$ cat src/rtl/poly6_call_arbiter.sv
// Round-robin arbiter that shares one poly6 HLS component between N_REQ
// requesters. Only one call is in flight at a time: a requester is granted,
// its idx is issued through the start/busy handshake, the returndata is
// captured on done, and the result is held until the granted requester
// takes it.
module poly6_call_arbiter #(
  parameter int N_REQ       = 4,
  parameter int IDX_W       = 32,
  parameter int DATA_W      = 32,
  parameter int TIMEOUT_CYC = 1024,
  parameter int CNT_W       = 16
) (
  input  logic                     clock,
  input  logic                     reset,
  input  logic [N_REQ-1:0]         req_valid,
  input  logic [N_REQ*IDX_W-1:0]   req_idx,
  output logic [N_REQ-1:0]         req_ready,
  output logic [N_REQ-1:0]         rsp_valid,
  output logic [DATA_W-1:0]        rsp_data,
  input  logic [N_REQ-1:0]         rsp_ready,
  output logic                     comp_start,
  output logic [IDX_W-1:0]         comp_idx,
  input  logic                     comp_busy,
  input  logic                     comp_done,
  output logic                     comp_stall,
  input  logic [DATA_W-1:0]        comp_returndata,
  output logic                     timeout_err,
  output logic [CNT_W-1:0]         call_count
);

  localparam int PTR_W  = $clog2(N_REQ);
  localparam int WCNT_W = $clog2(TIMEOUT_CYC + 1);

  localparam logic [1:0] ST_IDLE  = 2'd0;
  localparam logic [1:0] ST_ISSUE = 2'd1;
  localparam logic [1:0] ST_WAIT  = 2'd2;
  localparam logic [1:0] ST_RESP  = 2'd3;

  logic [1:0]        state;
  // ptr holds the most recent grant; it doubles as the owner of the call in flight
  logic [PTR_W-1:0]  ptr;
  logic [WCNT_W-1:0] wait_cnt;

  logic              any_req;
  logic [PTR_W-1:0]  grant_idx;
  logic [PTR_W-1:0]  cand;
  int                scan_pos;

  // Round-robin search: first requester at or after ptr+1, wrapping modulo N_REQ
  always_comb begin
    any_req   = 1'b0;
    grant_idx = '0;
    cand      = '0;
    scan_pos  = 0;
    for (int k = 1; k <= N_REQ; k++) begin
      scan_pos = int'(ptr) + k;
      if (scan_pos >= N_REQ) scan_pos = scan_pos - N_REQ;
      cand = PTR_W'(scan_pos);
      if (!any_req && req_valid[cand]) begin
        any_req   = 1'b1;
        grant_idx = cand;
      end
    end
  end

  // Handshake outputs decoded from state; req_ready is masked while reset is held
  always_comb begin
    req_ready = '0;
    rsp_valid = '0;
    if (state == ST_IDLE && any_req && !reset) req_ready[grant_idx] = 1'b1;
    if (state == ST_RESP) rsp_valid[ptr] = 1'b1;
  end

  assign comp_start = (state == ST_ISSUE);
  assign comp_stall = (state != ST_WAIT);

  // Call sequencing FSM with idx/result capture, timeout watch and call counter
  always_ff @(posedge clock) begin
    if (reset) begin
      state       <= ST_IDLE;
      ptr         <= PTR_W'(N_REQ - 1);
      comp_idx    <= '0;
      rsp_data    <= '0;
      wait_cnt    <= '0;
      timeout_err <= 1'b0;
      call_count  <= '0;
    end else begin
      case (state)
        ST_IDLE: begin
          if (any_req) begin
            comp_idx <= req_idx[int'(grant_idx)*IDX_W +: IDX_W];
            ptr      <= grant_idx;
            state    <= ST_ISSUE;
          end
        end
        ST_ISSUE: begin
          if (!comp_busy) begin
            wait_cnt <= '0;
            state    <= ST_WAIT;
          end
        end
        ST_WAIT: begin
          if (comp_done) begin
            rsp_data   <= comp_returndata;
            call_count <= call_count + CNT_W'(1);
            state      <= ST_RESP;
          end else if (wait_cnt != WCNT_W'(TIMEOUT_CYC)) begin
            // Counter saturates at the limit; the error flag stays set until reset
            wait_cnt <= wait_cnt + WCNT_W'(1);
            if (wait_cnt == WCNT_W'(TIMEOUT_CYC - 1)) timeout_err <= 1'b1;
          end
        end
        ST_RESP: begin
          if (rsp_ready[ptr]) state <= ST_IDLE;
        end
        default: state <= ST_IDLE;
      endcase
    end
  end

endmodule

$ cat config.mk
export PLATFORM = sky130hd
export DESIGN_NAME = poly6_call_arbiter
export DESIGN_NICKNAME = d
export VERILOG_FILES = /design/src/rtl/poly6_call_arbiter.sv
export SDC_FILE = /design/constraint.sdc
export NUM_CORES = 1
export LEC_CHECK = 0
export BUFFER_PORTS_ARGS = -buffer_cell sky130_fd_sc_hd__buf_2
export CAP_MARGIN = 20
export CORE_MARGIN = 2
export CORE_UTILIZATION = 42
export CTS_CLUSTER_DIAMETER = 100
export DETAILED_ROUTE_END_ITERATION = 10
export PLACE_DENSITY_LB_ADDON = 0.12
export SYNTH_ARGS = -nofsm -noshare
export SYNTH_HDL_FRONTEND = slang
export SYNTH_SLANG_ARGS = --single-unit
$ cat constraint.sdc
create_clock -name clock -period 3.4 [get_ports clock]
set_clock_uncertainty 0.15 [all_clocks]
set_input_delay 0.17 -clock clock [delete_from_list [all_inputs] [get_ports clock]]
set_output_delay 0.17 -clock clock [all_outputs]
set_load 0.02 [all_outputs]
# Yosys cells after proc, flatten, opt, wreduce, memory -nomap -nowiden
# Cells that the tools add are included.
[op_classes]
add_sub_neg = 10
order_cmp = 12
n_eq_ne = 12
shifts = 1
mux = 37
n_bitwise = 1
reduce_logical = 18
[op_table]
columns = ["cell", "n"]
rows = [
  ["$shiftx A128 B8 Y32", 1],
  ["$mux W11", 3],
  ["$mux W2", 12],
  ["$pmux W11 S2", 1],
  ["$lt A2 B3 Y1 const B", 6],
  ["$add A16 B1 Y16 const B", 1],
  ["$ne A2 B2 Y1 const B", 6],
  ["$reduce_and A4 Y1", 3],
  ["$add A11 B1 Y11 const B", 1],
  ["$eq A11 B10 Y1 const B", 1],
  ["$mux W1", 11],
  ["$ne A11 B11 Y1 const B", 1],
  ["$bmux W1 S2", 5],
  ["$ge A3 B3 Y1 const B", 3],
  ["$mux W4", 2],
  ["$pmux W2 S4", 1],
  ["$sub A2 B1 Y2 const B", 4],
  ["$logic_and A1 B1 Y1", 7],
  ["$add A2 B2 Y3 const B", 2],
  ["$add A2 B3 Y4 const B", 1],
  ["$demux W1 S2", 2],
  ["$eq A2 B2 Y1 const B", 2],
  ["$ge A2 B1 Y1 const B", 2],
  ["$ge A4 B3 Y1 const B", 1],
  ["other kinds (8)", 12],
]
[word_totals]
register_bits = 96
in_bits = 172
out_inout_bits = 91
word_cells = 98

# Longest topological paths before layout
# Gate-level depths: netlist of run 1.
[logic_depth]
word_depth = 20
mapped_depth = 12
depth_no_buf = 8

# Worst setup path before layout of run 1
# OpenSTA, ideal clock, no wires.
[synth_path]
path_type = "flip-flop to output port"
startpoint = "register ptr[0]"
endpoint = "output port req_ready[1]"
arrival_ns = 3.160
t_required_ns = 3.080
setup_slack_ns = -0.080
path_stages_with_launch = 12
n_path_buf = 4
cell_sequence = "dfxtp_1 > buf_6 > buf_2 > inv_1 > ha_1 > mux4_2 > o31a_1 > or4_4 > o21a_1 > buf_6 > buf_6 > nor3_1"
[synth_between]
elab_chain_cells = 20
word_cells_on_any_way = 46
cone_classes = "add/sub (8); order compare (6); mux (23); reduce/logical (9)"
[synth_lines]
columns = ["element", "line", "rtl"]
rows = [
  ["start: declaration", "41", "logic [PTR_W-1:0] ptr;"],
  ["start signal: assignment", "81", "ptr <= PTR_W'(N_REQ - 1);"],
  ["start signal: assignment", "92", "ptr <= grant_idx;"],
  ["$add A2 B1 Y3", "56", "scan_pos = int'(ptr) + k;"],
  ["$ge A3 B3 Y1 / $sub A2 B1 Y2 (equally long branches)", "57", "if (scan_pos >= N_REQ) scan_pos = scan_pos - N_REQ;"],
  ["$mux W2", "57", ""],
  ["$bmux W1 S2", "59", "if (!any_req && req_valid[cand]) begin"],
  ["$mux W1 (implied by the code)", "59", ""],
  ["$mux W1", "59", ""],
  ["$logic_not A1 Y1", "59", ""],
  ["$logic_and A1 B1 Y1", "59", ""],
  ["[4 not listed]", "n/a", ""],
  ["$logic_not A1 Y1", "59", ""],
  ["$logic_and A1 B1 Y1", "59", ""],
  ["$mux W2", "59", ""],
  ["$lt A2 B3 Y1 (implied by the code) / $ge A2 B1 Y1 (equally long branches)", "70", "if (state == ST_IDLE && any_req && !reset) req_ready[grant_idx] = 1'b1;"],
  ["$logic_and A1 B1 Y1 (implied by the code)", "70", ""],
  ["$mux W1 (implied by the code)", "70", ""],
  ["$demux W1 S2", "70", ""],
  ["$mux W4 (*)", "70", ""],
  ["end: declaration", "17", "output logic [N_REQ-1:0] req_ready,"],
]
# Every way passes the cells marked *; elsewhere a longest branch is shown, timed or not. The select of a mux whose other input is x is not followed.

# Final worst setup path of run 1
[layout_path]
startpoint = "register ptr[1]"
endpoint = "output port req_ready[0]"
# The elaborated chain is that of the path after synthesis.

==> impl_metrics.csv, run 1 <==
group,metric,value,unit
status,status,"complete, no violations",
setup_path,critPathLaunch,"ptr[1]",
synth,synthAdderAreaFrac,2.87,%
timing,timing.fmax,0.303,GHz
timing,setup-tns-final,0,ns
setup_path,arrival,2.98,ns
detailed_routing,met2_length,8190,um
flow_run,drv_cap,0,
setup_path,cp-start-kind,"flop",
clock_network,clock-sinks,96,
floorplanning,num_io_pins,263,
synth,avgSynthCellArea,8.41,um^2
grt,grt_overflow_total,0,
cells_and_area,final_common_cell,"buf_2",
timing,fin_crit,3.30,ns
detailed_routing,ant_nets,0,
cells_and_area,drive_gt1_share,38.1,%
synth,ys_seq_area_share,36.8,%
setup_path,setup.worst_path.class,"reg2out",
grt,grt.total_usage,24.0,%
floorplanning,core-area,12100,um^2
synth,synth_cell_types,48,
cells_and_area,diodes,0,
floorplanning,rows,40,
cells_and_area,final_util,60.2,%
clock_network,root_buffer,"clkbuf_16",
synth,synth_compound_area_share,23.6,%
synth,synth_edf_count,0,
detailed_routing,wirelength_met1,6950,um
detailed_routing,dr_total_vias,5602,
worst_hold_path,hold_start,"req_idx[4]",
synth,yosys_warnings,0,
cells_and_area,fin_nets,1073,
clock_network,clk_latency,0.34,ns
synth,muxShareOfSynthArea,3.55,%
grt,grt_max_degree,70,
detailed_routing,drt_first_pass_iters,5,
floorplanning,initial_core_util,43.3,%
synth,synthSimpleGateAreaFrac,23.8,%
timing,slew-limit-headroom,40.5,%
timing,fin_crit_sh,97.2,%
timing,setup-violations-final,0,
grt,grt_pass1_wl,25600,um
clock_network,htreeDepth,3,
synth,synth_cells,621,
synth,netlist_area,5220,um^2
worst_hold_path,min_path_type,"in2reg",
floorplanning,fp.dieH,116,um
detailed_routing,post_drt_wl_per_cell,15.9,um
synth,synth_top_family_by_area,"simple AND/OR/NAND/NOR gates",
power_and_ir_drop,ir_drop,0.554,mV
clock_network,numCtsBuffers,9,
timing,hold_viol,0,
placed_design,place_congestion,0.874,
cells_and_area,area_delta_synth_final,39.0,%
timing,slew_violations,0,
clock_network,clockBufferDepth,2,
detailed_routing,top_layer_used,"met4",
floorplanning,dieWidth,116,um
setup_path,rr_startpoint,"ptr[1]",
synth,syn_nets,805,
cells_and_area,mostFrequentLayoutCells,"buf_2, nand2_1, dfxtp_1",
setup_path,worstPathRequired,3.08,ns
synth,ys.flop_type,"dfxtp_1",
detailed_routing,route.detailed.drc,0,
power_and_ir_drop,p_per_area,792,nW/um^2
detailed_routing,viasPerCell,5.27,
clock_network,clk_transition_reported_paths,0.07,ns
grt,antenna_found_initial,0,
timing,tightestPinTransition,0.893,ns
placed_design,port-buffer-count,262,
detailed_routing,wirelength,16900,um
power_and_ir_drop,leakage,0.00341,uW
detailed_routing,first_iter_violations,317,
synth,ys_ff_latch,96,
grt,grt_pass1_vias,5319,
clock_network,cts_tree,"yes",
setup_path,crit_fanout,11,
placed_design,detailed_place_hpwl,11900,um
floorplanning,die_area,13300,um^2
synth,synth_xor_area_share,3.52,%
detailed_routing,wl_met3,1200,um
setup_path,end_kind,"output pin",
synth,synth-async-reset-ratio,0,%
==> final timing paths <==
| path | endpoint | slack [ns] | cells after the start |
|---|---|---|---|
| worst max-delay path | req_ready[0] | 0.1 | 8 |
| worst min-delay path | comp_idx[4] | 0.007 | 3 |
| worst max register to register | comp_idx[17] | 0.30 | 10 |
| worst min register to register | comp_idx[13] | 0.30 | 2 |
==> synth_stat cells (3+ instances only) <==
library cell,number,share of area (%)
nand2_1,114,8.2
dfxtp_1,96,37
and3_1,68,8.1
a21oi_1,41,3.9
a211oi_1,37,5.3
clkbuf_1,35,2.5
nor2_1,34,2.4
o31ai_1,32,4.6
a211oi_2,28,6.7
xor2_1,15,2.5
ha_1,12,2.9
inv_1,12,0.86
nand3_1,9,0.86
and2_1,6,0.72
buf_2,6,0.58
buf_6,6,1.3
xnor2_1,6,1.0
mux2i_1,5,0.96
mux4_2,5,2.2
nand4_1,5,0.60
or3_1,5,0.60
buf_1,4,0.29
nor4_1,4,0.48
o21ai_0,4,0.38
a211o_1,3,0.50
nor3_1,3,0.29
==> area by class of cell <==
type,count,area [um^2]
repair buffers,310,1780
clock inverters,6,48.8
inverters,12,45.0
fillers,1049,4800
flip-flops and latches,96,1920
clock buffers,10,239
well taps,168,210
multi-input cells,460,3020
==> layer usage <==
metal  vias to the layer above  GRT usage, %
li1                       2757             -
met1                      2579          28.8
met2                       230          40.7
met3                        36          6.17
met4                         0          10.7
met5                         -             0
==> per-stage QoR <==
step | cell area [um^2] | hold slack (ns) | instances | setup slack, ns | total power [uW]
finish | 7260 | 0.00688 | 1062 | 0.0952 | 5750
global placement | 6620 | 0.261 | 1011 | 0.421 | 4610
floorplan | 5230 | 0.156 | 621 | 0.0809 | 3960
CTS | 7230 | 0.00357 | 1059 | 0.0447 | 5700
global route | 7260 | 0.0114 | 1062 | -0.0225 | 6150
detailed placement | 6620 | 0.267 | 1011 | 0.317 | 4690
==> report_power, final <==
part | total, uW | internal (uW) | switching, uW
Combinational | 3340 | 1310 | 2030
Sequential | 1430 | 1320 | 105
Clock | 979 | 527 | 452
Total | 5750 | 3160 | 2590
==> critical path, stage by stage, from the launching register on <==
cell	delay (ns)
dfxtp_1	0.33
inv_1	0.07
ha_2	0.39
mux4_2	0.38
o31a_1	0.28
or4_4	0.55
o21a_2	0.26
nor3b_2	0.21
buf_2	0.18
==> flip-flops by register name (all words and copies together), names as in the netlist <==
signal,flops
rsp_data,32
timeout_err,1
state,2
wait_cnt,11
ptr,2
comp_idx,32
call_count,16
==> timing repair <==
action | 4_1_cts | 5_1_grt
setup endpoints to repair | 0 | 3
buffers inserted | 0 | 2
resized for setup | 0 | 2
endpoints found under the hold margin | 32 | 0
hold buffers | 32 | 0
==> cells by family (layout without fill, tap and decap cells) <==
| group | after synthesis | after routing |
|---|---|---|
| adder cells (fa/ha/maj) | 12 | 12 |
| flip-flops | 96 | 96 |
| XOR/XNOR | 21 | 21 |
| AO/OA/AOI/OAI | 157 | 158 |
| buffers and inverters | 66 | 338 |
| AND/OR/NAND/NOR | 257 | 257 |
| multiplexers | 12 | 12 |
No activity file was read; power rests on OpenSTA's default activity.
==> inputs of run 2 (changes only) <==
--- a/config.mk
+++ b/config.mk
@@ -7,6 +7,7 @@
 export LEC_CHECK = 0
 export BUFFER_PORTS_ARGS = -buffer_cell sky130_fd_sc_hd__buf_2
 export CAP_MARGIN = 20
+export CORE_ASPECT_RATIO = 1.75
 export CORE_MARGIN = 2
 export CORE_UTILIZATION = 42
 export CTS_CLUSTER_DIAMETER = 100
==> impl_metrics.csv, run 2 (synthesized netlist as in run 1, its figures left out) <==
group,metric,value,unit
clock_network,htreeDepth,3,
floorplanning,rows,53,
timing,tightestPinTransition,0.906,ns
clock_network,numCtsBuffers,9,
clock_network,clock-sinks,96,
power_and_ir_drop,p_seq_share,24.6,%
power_and_ir_drop,clock_power_share,16.8,%
grt,grt_overflow_total,0,
worst_hold_path,hold_start,"req_idx[74]",
detailed_routing,viasPerCell,5.34,
setup_path,setup.worst_path.class,"reg2out",
grt,grt.total_usage,24.4,%
detailed_routing,post_drt_wl_per_cell,15.8,um
cells_and_area,fin_cells,1063,
cells_and_area,area_delta_synth_final,39.7,%
power_and_ir_drop,power.internal,3190,uW
timing,rsz0062_at_grt,"false",
power_and_ir_drop,p_per_area,795,nW/um^2
timing,setup-violations-final,0,
timing,slew-limit-headroom,39.6,%
floorplanning,dieWidth,88.3,um
grt,grt_pass1_vias,5531,
worst_hold_path,hold_depth,3,
timing,fin_crit,3.26,ns
timing,hold_viol,0,
timing,timing.fmax,0.307,GHz
clock_network,cts_tree,"yes",
grt,grt_max_degree,70,
setup_path,crit_fanout,18,
placed_design,dp_cells,1006,
detailed_routing,wirelength,16800,um
grt,grt_pass1_wl,25800,um
floorplanning,die_area,13400,um^2
placed_design,port-buffer-count,262,
timing,hold-worst-slack,0.00448,ns
placed_design,place_congestion,0.863,
timing,fin_crit_sh,95.9,%
timing,setup-tns-final,0,ns
floorplanning,core-area,12100,um^2
power_and_ir_drop,leakage,0.00342,uW
setup_path,rr_startpoint,"ptr[0]",
clock_network,clk_transition_reported_paths,0.07,ns
cells_and_area,fin_nets,1077,
detailed_routing,drt_first_pass_iters,5,
cells_and_area,n_fill_cell,1098,
setup_path,cp-start-kind,"flop",
worst_hold_path,min_path_type,"in2reg",
setup_path,rrSetupSlack,0.38,ns
cells_and_area,final_common_cell,"buf_2",
timing,slew_violations,0,
cells_and_area,drive_gt1_share,38.1,%
cells_and_area,final_cell_area,7300,um^2
flow_run,drv_cap,0,
setup_path,r2r-end,"comp_idx[15]",
power_and_ir_drop,p_sw,2620,uW
setup_path,arrival,2.94,ns
detailed_routing,first_iter_violations,165,
setup_path,reg2regPathDepth,9,
power_and_ir_drop,power.share.switching,45.1,%
detailed_routing,route.detailed.drc,0,
clock_network,root_buffer,"clkbuf_16",
cells_and_area,top_regs,"comp_idx x32, rsp_data x32, call_count x16",
power_and_ir_drop,comb_power_share,58.6,%
setup_path,worstPathRequired,3.08,ns
floorplanning,num_io_pins,263,
setup_path,end_kind,"output pin",
placed_design,place_area,6600,um^2
floorplanning,fp.dieH,152,um
grt,antenna_found_initial,0,
cells_and_area,diodes,0,
cells_and_area,mostFrequentLayoutCells,"buf_2, nand2_1, dfxtp_1",
power_and_ir_drop,ir_drop,0.701,mV
detailed_routing,dr_total_vias,5679,
clock_network,clockBufferDepth,2,
clock_network,clk_latency,0.34,ns
detailed_routing,ant_nets,0,
status,status,"complete, no violations",
worst_hold_path,min_to,"comp_idx[10]",
placed_design,detailed_place_hpwl,12100,um
floorplanning,initial_core_util,43.3,%
run 2: cell count changes in the layout (fill, tap and decap cells not counted):
cell / delta
clkinvlp_4: +3
dlygate4sd3_1: +3
inv_6: -3
inv_8: +2
buf_4: +1
clkbuf_8: -1
clkinv_2: -1
o21a_2: -1
o21a_4: +1
run 2: stage by stage:
step | setup slack, ns | utilization (%) | power (uW)
after global placement | 0.395 | 54.7 | 4580
final | 0.140 | 60.5 | 5810
after global routing | 0.0119 | 60.5 | 6210
after detailed placement | 0.314 | 54.7 | 4660
after CTS | 0.0446 | 60.1 | 5750
after floorplan | 0.0809 | - | 3960
run 2: worst max-delay path, cell delays in order (launching register included):
cell and delay [ns]:
dfxtp_1 0.33, buf_4 0.24, mux4_2 0.61, o31a_1 0.27, or4_4 0.54, o21ai_4 0.27, nor3b_1 0.13, buf_2 0.20
run 2: final cells by class:
type / count / area (um^2) / share of cell area [%]
multi-input combinational: 460 / 3020 / 41.4
sequential: 96 / 1920 / 26.3
timing repair buffer: 314 / 1810 / 24.9
clock buffer: 9 / 225 / 3.09
tap: 165 / 206 / 2.83
clock inverter: 7 / 62.6 / 0.857
inverter: 12 / 45.0 / 0.617
run 2: how the worst max path moves through the flow:
stage	from	endpoint	slack (ns)	depth (start not counted)
floorplan	ptr[0]	req_ready[0]	0.08	11
global placement	ptr[1]	req_ready[0]	0.39	8
detailed placement	ptr[1]	comp_idx[15]	0.31	9
CTS	ptr[1]	req_ready[0]	0.04	8
global route	ptr[1]	req_ready[2]	0.01	8
finish	ptr[0]	req_ready[2]	0.14	7
run 2: per-layer routing:
layer | up-vias | GRT usage (%) | share of wire (%)
met5 | - | 0 | 0
met4 | 0 | 11.4 | 3.7
met3 | 52 | 5.80 | 6.6
met2 | 259 | 44.1 | 53
met1 | 2600 | 26.1 | 37
li1 | 2768 | - | -
run 2: power groups by stage:
stage | clock, uW | combinational, uW | sequential [uW]
detailed placement | 0 | 3210 | 1450
global placement | 0 | 3130 | 1440
global route | 1050 | 3710 | 1440
CTS | 1020 | 3310 | 1430
floorplan | 0 | 2330 | 1630
finish | 977 | 3400 | 1430
run 2: repair_timing:
action / CTS / global route
hold endpoints to repair: 35 / 0
pin swaps: 0 / 0
resized for setup: 1 / 2
setup buffers: 0 / 5
endpoints found under the setup margin: 2 / 4
hold buffers: 35 / 0
cloned: 1 / 0
==> inputs of run 3 (changes only) <==
--- a/config.mk
+++ b/config.mk
@@ -7,7 +7,6 @@
 export LEC_CHECK = 0
 export BUFFER_PORTS_ARGS = -buffer_cell sky130_fd_sc_hd__buf_2
 export CAP_MARGIN = 20
-export CORE_ASPECT_RATIO = 1.75
 export CORE_MARGIN = 2
 export CORE_UTILIZATION = 42
 export CTS_CLUSTER_DIAMETER = 100
==> constraint.sdc (replaced) <==
create_clock -name clock -period 3.4 [get_ports clock]
set_clock_uncertainty 0.15 [all_clocks]
set_input_delay 0.17 -clock clock [delete_from_list [all_inputs] [get_ports clock]]
set_output_delay 0.17 -clock clock [all_outputs]
set_load 0.1 [all_outputs]
==> impl_metrics.csv, run 3 (synthesized netlist as in run 1, its figures left out) <==
group,metric,value,unit
status,status,"complete, no violations",
grt,grt_pass1_wl,25800,um
detailed_routing,wl_met3,1200,um
clock_network,htreeDepth,3,
floorplanning,die_area,13300,um^2
clock_network,root_buffer,"clkbuf_16",
setup_path,rr_startpoint,"ptr[0]",
detailed_routing,route.detailed.drc,0,
grt,grt_pass1_vias,5255,
placed_design,place_congestion,0.852,
setup_path,r2r-end,"comp_idx[23]",
power_and_ir_drop,ir_drop,0.634,mV
floorplanning,initial_core_util,43.3,%
flow_run,drv_cap,0,
clock_network,clockBufferDepth,2,
worst_hold_path,hold_depth,3,
timing,rsz0062_at_grt,"false",
placed_design,port-buffer-count,262,
detailed_routing,wirelength,16800,um
setup_path,reg2regPathDepth,9,
timing,setup-violations-final,0,
setup_path,critPathLaunch,"ptr[0]",
setup_path,worstPathRequired,3.08,ns
detailed_routing,post_drt_wl_per_cell,15.7,um
timing,slew-limit-headroom,29.6,%
detailed_routing,first_iter_violations,306,
clock_network,clock-sinks,96,
power_and_ir_drop,p_per_area,955,nW/um^2
setup_path,crit_end,"req_ready[0]",
timing,fin_crit_sh,95.9,%
timing,hold-worst-slack,0.00243,ns
floorplanning,dieWidth,116,um
grt,grt.total_usage,24.5,%
detailed_routing,met2_length,8240,um
power_and_ir_drop,p_sw,3740,uW
detailed_routing,top_layer_used,"met5",
clock_network,cts_tree,"yes",
clock_network,clk_latency,0.35,ns
setup_path,arrival,2.94,ns
timing,tightestPinTransition,1.06,ns
floorplanning,core-area,12100,um^2
grt,grt_overflow_total,0,
cells_and_area,final_common_cell,"buf_2",
grt,grt_max_degree,65,
timing,slew_violations,0,
power_and_ir_drop,p_total,7120,uW
cells_and_area,fin_nets,1076,
placed_design,detailed_place_hpwl,12000,um
detailed_routing,dr_total_vias,5635,
timing,fin_crit,3.26,ns
setup_path,crit_fanout,9,
cells_and_area,drive_gt1_share,38.1,%
cells_and_area,mostFrequentLayoutCells,"buf_2, nand2_1, dfxtp_1",
cells_and_area,area_delta_synth_final,42.8,%
timing,hold_viol,0,
clock_network,numCtsBuffers,9,
setup_path,end_kind,"output pin",
worst_hold_path,min_path_type,"in2reg",
setup_path,cp-start-kind,"flop",
power_and_ir_drop,p_seq_share,20.2,%
power_and_ir_drop,comb_power_share,64.0,%
detailed_routing,ant_nets,0,
setup_path,rrSetupSlack,0.42,ns
detailed_routing,drt_first_pass_iters,4,
detailed_routing,viasPerCell,5.28,
timing,timing.fmax,0.307,GHz
setup_path,setup.worst_path.class,"reg2out",
cells_and_area,final_cell_area,7460,um^2
power_and_ir_drop,power.internal,3380,uW
grt,antenna_found_initial,2,
floorplanning,num_io_pins,263,
cells_and_area,top_regs,"comp_idx x32, rsp_data x32, call_count x16",
power_and_ir_drop,power.share.switching,52.5,%
detailed_routing,wirelength_met1,6780,um
clock_network,clk_transition_reported_paths,0.07,ns
power_and_ir_drop,leakage,0.00347,uW
floorplanning,rows,40,
floorplanning,fp.dieH,116,um
placed_design,place_area,6710,um^2
power_and_ir_drop,clock_power_share,15.8,%
## run 3: cell types whose count changed in the layout (fill, tap and decap cells not counted), moves of 2 or more
cell,before,now
buf_2,262,259
buf_12,2,6
buf_4,15,10
nor3b_4,0,2
bufinv_16,0,2
dlygate4sd3_1,35,39
diode_2,0,2
clkinvlp_4,3,0
nor3_4,0,2
## run 3: final cells by class
cell class	instances	area, um^2
fill	1070	4600
multi-input combinational	459	3060
sequential	96	1930
timing repair buffer	314	1880
clock buffer	9	225
tap	168	210
clock inverter	7	103
inverter	12	47.5
antenna	2	5.00
## run 3: layer usage
metal	global-route usage [%]	vias up
li1	-	2771
met1	29.1	2624
met2	41.2	198
met3	6.59	40
met4	11.2	2
met5	0	-
## run 3: repair_timing
item,CTS,global route
hold buffers,39,0
endpoints found under the setup margin,0,2
resized for setup,0,2
setup buffers,0,2
hold endpoints to repair,39,0
## run 3: power by group through the flow
| stage | Clock (uW) | Sequential, uW | Combinational, uW |
|---|---|---|---|
| final | 1130 | 1440 | 4560 |
| after global routing | 1200 | 1460 | 4870 |
| after CTS | 1150 | 1430 | 4530 |
| after detailed placement | 0 | 1460 | 4480 |
| after global placement | 0 | 1450 | 4410 |
| after floorplan | 0 | 2560 | 2610 |
## run 3: metrics by stage
stage / instances / setup slack [ns] / setup TNS [ns] / util [%]
after global routing: 1066 / 0.0271 / 0 / 61.8
after detailed placement: 1008 / 0.412 / 0 / 55.7
after global placement: 1008 / 0.482 / 0 / 55.7
after floorplan: 621 / -0.159 / -0.290 / -
final: 1067 / 0.139 / 0 / 61.8
after CTS: 1063 / 0.0731 / 0 / 61.6
## run 3: worst min-delay path by stage
| stage | from | endpoint |
|---|---|---|
| 3_5_place_dp | comp_returndata[27] | rsp_data[27] |
| 4_1_cts | req_idx[88] | comp_idx[24] |
| 5_1_grt | req_idx[79] | comp_idx[15] |
| 3_3_place_gp | comp_returndata[5] | rsp_data[5] |
| 2_1_floorplan | comp_returndata[11] | rsp_data[11] |
| 6_report | req_idx[4] | comp_idx[4] |
## run 3: worst max-delay path: stages, from the launching register on
cell and delay [ns]:
dfxtp_4 0.42, inv_4 0.05, ha_4 0.29, mux4_2 0.39
o31a_1 0.27, or4_4 0.50, o21a_2 0.20, nor3b_4 0.24
buf_12 0.21
